==> src/rtl/mem_port_arbiter.sv <==
// rtl/mem_port_arbiter.sv - single-port memory arbiter shared by instruction fetch and data ports
module mem_port_arbiter #(
  parameter int MAX_DSTREAK = 4,
  parameter int TIMEOUT     = 15
) (
  input  logic        clk,
  input  logic        reset_n,
  input  logic        if_req,
  input  logic [31:0] if_addr,
  output logic [31:0] if_rdata,
  output logic        if_ack,
  input  logic        d_req,
  input  logic        d_we,
  input  logic [31:0] d_addr,
  input  logic [31:0] d_wdata,
  output logic [31:0] d_rdata,
  output logic        d_ack,
  output logic        mem_en,
  output logic        mem_we,
  output logic [31:0] mem_addr,
  output logic [31:0] mem_wdata,
  input  logic [31:0] mem_rdata,
  input  logic        mem_valid,
  output logic        err,
  output logic        stall_if,
  output logic        stall_mem
);
  localparam int SW = $clog2(MAX_DSTREAK + 1);
  localparam int TW = $clog2(TIMEOUT + 1);

  typedef enum logic [1:0] {IDLE, ISSUE, WAIT, RESP} state_t;

  state_t        state_q, state_d;
  logic          owner_q, owner_d;  // 1 = data port owns the transaction
  logic          we_q, we_d;
  logic [SW-1:0] dstreak_q, dstreak_d;
  logic [TW-1:0] tcnt_q, tcnt_d;
  logic          mem_en_q, mem_en_d;
  logic          mem_we_q, mem_we_d;
  logic [31:0]   mem_addr_q, mem_addr_d;
  logic [31:0]   mem_wdata_q, mem_wdata_d;
  logic [31:0]   if_rdata_q, if_rdata_d;
  logic [31:0]   d_rdata_q, d_rdata_d;
  logic          if_ack_q, if_ack_d;
  logic          d_ack_q, d_ack_d;
  logic          err_q, err_d;
  logic          grant_if;

  always_comb begin
    state_d     = state_q;
    owner_d     = owner_q;
    we_d        = we_q;
    dstreak_d   = dstreak_q;
    tcnt_d      = tcnt_q;
    mem_en_d    = 1'b0;
    mem_we_d    = 1'b0;
    mem_addr_d  = mem_addr_q;
    mem_wdata_d = mem_wdata_q;
    if_rdata_d  = if_rdata_q;
    d_rdata_d   = d_rdata_q;
    if_ack_d    = 1'b0;
    d_ack_d     = 1'b0;
    err_d       = 1'b0;
    grant_if    = 1'b0;
    case (state_q)
      IDLE: begin
        grant_if = if_req && (!d_req || dstreak_q == SW'(MAX_DSTREAK));
        if (if_req || d_req) begin
          state_d  = ISSUE;
          owner_d  = !grant_if;
          mem_en_d = 1'b1;
          tcnt_d   = '0;
          if (grant_if) begin
            we_d        = 1'b0;
            mem_addr_d  = if_addr;
            mem_wdata_d = '0;
            dstreak_d   = '0;
          end else begin
            we_d        = d_we;
            mem_we_d    = d_we;
            mem_addr_d  = d_addr;
            mem_wdata_d = d_wdata;
            // Only data grants that make a fetch wait count toward starvation.
            if (if_req && dstreak_q != SW'(MAX_DSTREAK)) begin
              dstreak_d = dstreak_q + SW'(1);
            end
          end
        end
      end
      ISSUE: begin
        state_d = WAIT;
        tcnt_d  = '0;
      end
      WAIT: begin
        if (mem_valid || tcnt_q == TW'(TIMEOUT)) begin
          state_d  = RESP;
          if_ack_d = !owner_q;
          d_ack_d  = owner_q;
          err_d    = !mem_valid;
          if (owner_q) begin
            d_rdata_d = (mem_valid && !we_q) ? mem_rdata : '0;
          end else begin
            if_rdata_d = mem_valid ? mem_rdata : '0;
          end
        end else begin
          tcnt_d = tcnt_q + TW'(1);
        end
      end
      RESP:    state_d = IDLE;
      default: state_d = IDLE;
    endcase
  end

  always_ff @(posedge clk or negedge reset_n) begin
    if (!reset_n) begin
      state_q     <= IDLE;
      owner_q     <= 1'b0;
      we_q        <= 1'b0;
      dstreak_q   <= '0;
      tcnt_q      <= '0;
      mem_en_q    <= 1'b0;
      mem_we_q    <= 1'b0;
      mem_addr_q  <= '0;
      mem_wdata_q <= '0;
      if_rdata_q  <= '0;
      d_rdata_q   <= '0;
      if_ack_q    <= 1'b0;
      d_ack_q     <= 1'b0;
      err_q       <= 1'b0;
    end else begin
      state_q     <= state_d;
      owner_q     <= owner_d;
      we_q        <= we_d;
      dstreak_q   <= dstreak_d;
      tcnt_q      <= tcnt_d;
      mem_en_q    <= mem_en_d;
      mem_we_q    <= mem_we_d;
      mem_addr_q  <= mem_addr_d;
      mem_wdata_q <= mem_wdata_d;
      if_rdata_q  <= if_rdata_d;
      d_rdata_q   <= d_rdata_d;
      if_ack_q    <= if_ack_d;
      d_ack_q     <= d_ack_d;
      err_q       <= err_d;
    end
  end

  assign if_rdata  = if_rdata_q;
  assign if_ack    = if_ack_q;
  assign d_rdata   = d_rdata_q;
  assign d_ack     = d_ack_q;
  assign mem_en    = mem_en_q;
  assign mem_we    = mem_we_q;
  assign mem_addr  = mem_addr_q;
  assign mem_wdata = mem_wdata_q;
  assign err       = err_q;
  assign stall_if  = if_req & ~if_ack_q;
  assign stall_mem = d_req & ~d_ack_q;
endmodule

==> config.mk <==
export PLATFORM = sky130hd
export DESIGN_NAME = mem_port_arbiter
export DESIGN_NICKNAME = d
export VERILOG_FILES = /design/src/rtl/mem_port_arbiter.sv
export SDC_FILE = /design/constraint.sdc
export NUM_CORES = 1
export LEC_CHECK = 0
export BUFFER_PORTS_ARGS = -buffer_cell sky130_fd_sc_hd__buf_2
export CAP_MARGIN = 15
export CORE_MARGIN = 8
export CORE_UTILIZATION = 30
export CTS_BUF_LIST = sky130_fd_sc_hd__clkbuf_2
export DETAILED_ROUTE_END_ITERATION = 10
export GPL_ROUTABILITY_DRIVEN = 0
export PLACE_DENSITY = 0.64
export SYNTH_ARGS = -nofsm -noshare
export SYNTH_HDL_FRONTEND = slang
export SYNTH_SLANG_ARGS = --single-unit
==> constraint.sdc <==
create_clock -name clk -period 1.75 [get_ports clk]
set_clock_uncertainty 0.15 [all_clocks]
set_input_delay 0.175 -clock clk [delete_from_list [all_inputs] [get_ports clk]]
set_output_delay 0.175 -clock clk [all_outputs]
set_load 0.005 [all_outputs]
==> results.ini <==
[power]
p_leak_nw = 5.12
power_density_nw_per_um2 = 1330
internal-power_mw = 8.49
pwr-share-clk_pct = 13.0
swShare_pct = 38.8
ir_drop_mv = 0.552
seqPwrFrac_pct = 40.0
combPwrFrac_pct = 47.0
p_sw_mw = 5.37

[critical_path]
crit_end = mem_addr[3]
worstReg2RegEnd = mem_addr[3]
cp_max_fo = 18
crit_arrival_ns = 2.15
r2r_cells = 6
path_class = flip-flop to flip-flop
end_kind = flip-flop
crit_chain = inv_1 > ha_1 > a21bo_2 > and2_4 > buf_12 > o211ai_1
start_kind = flip-flop
r2r_slack_ns = 0.05
crit_start = dstreak_q[1]
cp.required_ns = 2.19
critPathMaxStageDelay_ns = 0.42
rr_startpoint = dstreak_q[1]
cpMaxStageDelayCell = dfrtp_1

[route]
drtIter0Drc = 433
post-route-drc-count = 0
via_count = 6374
wirelength_mm = 24.4
drt_first_pass_iters = 5
viasPerCell = 4.83
drtAntennaViolNets = 0
wl_per_cell_um = 18.5

[synthesis]
synthAdderAreaFrac_pct = 1.45
synthCells = 545
synth_compound_area_share_pct = 20.0
ys_ff_latch = 144
synth_cell_types = 35
synth_xor_area_share_pct = 0
netlist_area_um2 = 6040
muxShareOfSynthArea_pct = 0.186
synth_top_area_share_pct = 59.7
synth_top_family_by_area = compound AO/OA/AOI/OAI gates
seq_area_frac_synth_pct = 59.7
synthSimpleGateAreaFrac_pct = 14.5
synthTopCellsByArea = dfrtp_1, a22o_1, nand2_1
syn_nets = 686
synth_top_cell_by_area = dfrtp_1
yosys_warnings = 0
syn_area_per_cell_um2 = 11.1

[worst_hold_path]
min-delay-path-class = input pin to flip-flop

[grt]
grt_start_max_net_pins = 49
grt_pass1_wl_mm = 36.1
antenna_found_initial = 5
grt-ovfl-total = 0
grt_usage_pct = 18.6
grt_pass1_vias = 6743

[floorplanning]
die_area_um2 = 24900
die_y_um = 158
start_util_pct = 30.2
core_area_um2 = 20000
die_x_um = 158
io-pin-count = 269
rows = 52

[timing]
setup_viol = 0
max_freq_mhz = 587
worst_slack_ns = 0.0460
fin_crit_ns = 1.70
relSlewSlack_pct = 27.0
whs_ns = 0.0960
min_period_over_period_pct = 97.4
rsz0062_at_grt = yes
worstMarginPinSlew_ns = 1.09
finalMaxSlewViolations = 0
hold_viol_final = 0

[cts]
root_buffer = clkbuf_2
cts_buffers = 17
max-clock-path-buffers = 2
insertion_delay_ns = 0.69
htreeDepth = 4
cts_tree = done
clock_sinks = 144
path_clk_slew_ns = 0.23

[job]
max_cap_violations = 0

[final_layout]
fillers = 1704
finish.utilization_pct = 52.0
finalNetCount = 1172
drive_gt1_share_pct = 37.8
areaGrowthSynthToFinish_pct = 72.0

[placement]
hpwl_mm = 13.8
dp_slack_ns = -0.0210
portBuffers = 268

[run_status]
status = completed

[Yosys cell counts]
cell type,count
a21bo_1,1
a21o_1,2
a22o_1,64
a2bb2oi_1,2
a31o_2,1
a31oi_1,1
and2_4,1
buf_2,15
buf_6,4
clkbuf_1,27
dfrtp_1,144
ha_1,7
inv_1,8
mux2_2,1
nand2_1,136
nand2b_1,2
nand3_1,7
nand3b_1,1
nand4_1,32
nand4b_1,1
nor2_1,2
nor2b_1,2
nor3_1,3
nor3b_1,2
nor3b_2,1
nor4b_1,2
o211ai_1,7
o211ai_2,25
o21ai_0,27
o21ai_1,11
o21ai_2,1
o21bai_1,1
o31ai_1,1
o32a_1,1
or4_1,2
[through the flow]
| step | TNS [ns] | total power, mW | std cells | instance area [um2] |
|---|---|---|---|---|
| 3_3_place_gp | 0 | 11.0 | 1063 | 7870 |
| 4_1_cts | -0.150 | 13.4 | 1287 | 10000 |
| 3_5_place_dp | -0.0210 | 11.1 | 1063 | 7870 |
| 2_1_floorplan | 0 | 8.33 | 545 | 6050 |
| 5_1_grt | -1.08 | 14.9 | 1320 | 10400 |
| 6_report | 0 | 13.9 | 1320 | 10400 |
[what timing repair did]
action | CTS | global route
hold buffers | 191 | 1
gates cloned | 0 | 4
endpoints found under the hold margin | 287 | 2
pin swaps | 0 | 3
gates resized for setup | 3 | 23
setup buffers | 1 | 22
setup endpoints to repair | 32 | 153
[registers in the layout (all words and copies together) (netlist names), 2 cells and up]
| name | cells |
|---|---|
| d_rdata | 32 |
| if_rdata | 32 |
| mem_addr | 32 |
| mem_wdata | 32 |
| tcnt_q | 4 |
| dstreak_q | 3 |
| state_q | 2 |
[cell type report]
cell class | count | area (um2) | share of cell area (%)
tap | 270 | 338 | 3.25
clock inverter | 14 | 121 | 1.17
inverter | 8 | 32.5 | 0.313
timing repair buffer | 512 | 3900 | 37.5
multi-input combinational | 348 | 2290 | 22.0
sequential | 144 | 3600 | 34.7
antenna | 6 | 15.0 | 0.145
clock buffer | 18 | 90.1 | 0.867
[how the worst min path moves through the flow]
stage / startpoint / end / cells past startpoint
2_1_floorplan: reset_n / d_ack / 0
3_3_place_gp: reset_n / d_rdata[8] / 1
3_5_place_dp: reset_n / d_rdata[8] / 1
4_1_cts: mem_rdata[6] / d_rdata[6] / 3
5_1_grt: d_wdata[3] / mem_wdata[3] / 4
6_report: mem_rdata[12] / if_rdata[12] / 3
[cell families (layout without fill, tap and decap cells)]
| family | after synthesis | count (layout) |
|---|---|---|
| buf+inv | 54 | 552 |
| flops | 144 | 144 |
| mux | 1 | 1 |
| fa+ha+maj | 7 | 7 |
| other cells | 0 | 6 |
| compound gates | 145 | 145 |
| simple gates | 194 | 195 |
[critical path: cells and delay by family, from the launching register on]
family                   cells  cell delay, ns
AO/OA/AOI/OAI                2            0.44
flip-flops                   1            0.42
buffers and inverters        2            0.22
AND/OR/NAND/NOR              1            0.22
adder cells (fa/ha/maj)      1            0.17
[power groups by stage]
| stage | registers [mW] | clock network, mW | logic (mW) |
|---|---|---|---|
| global route | 5.72 | 2.05 | 7.11 |
| CTS | 5.49 | 1.93 | 5.94 |
| detailed placement | 5.53 | 0 | 5.60 |
| global placement | 5.54 | 0 | 5.47 |
| floorplan | 5.65 | 0 | 2.68 |
| finish | 5.54 | 1.81 | 6.52 |
[cells in the final DEF, fill, tap and decap left out, drive strengths merged, types with 2 or more instances in the layout]
master / n
dlygate4sd3: 191
a21o: 2
clkbuf: 21
nor4b: 2
diode: 6
nand2: 136
nand4: 32
a2bb2oi: 2
nand3: 7
o21ai: 39
nor3b: 3
a22o: 64
ha: 7
nor2b: 2
buf: 318
and2: 2
o211ai: 32
nor2: 2
nand2b: 2
inv: 16
nor3: 3
or4: 2
clkinvlp: 5
dfrtp: 144
[routing by layer]
metal  GRT usage [%]  part of all wire (%)  vias to the layer above
li1                -                     -                     2937
met1            20.6                    38                     3083
met2            32.0                    50                      282
met3            4.67                   7.0                       72
met4            10.9                   4.4                        0
met5               0                     0                        -
No activity file was read; power rests on OpenSTA's default activity.
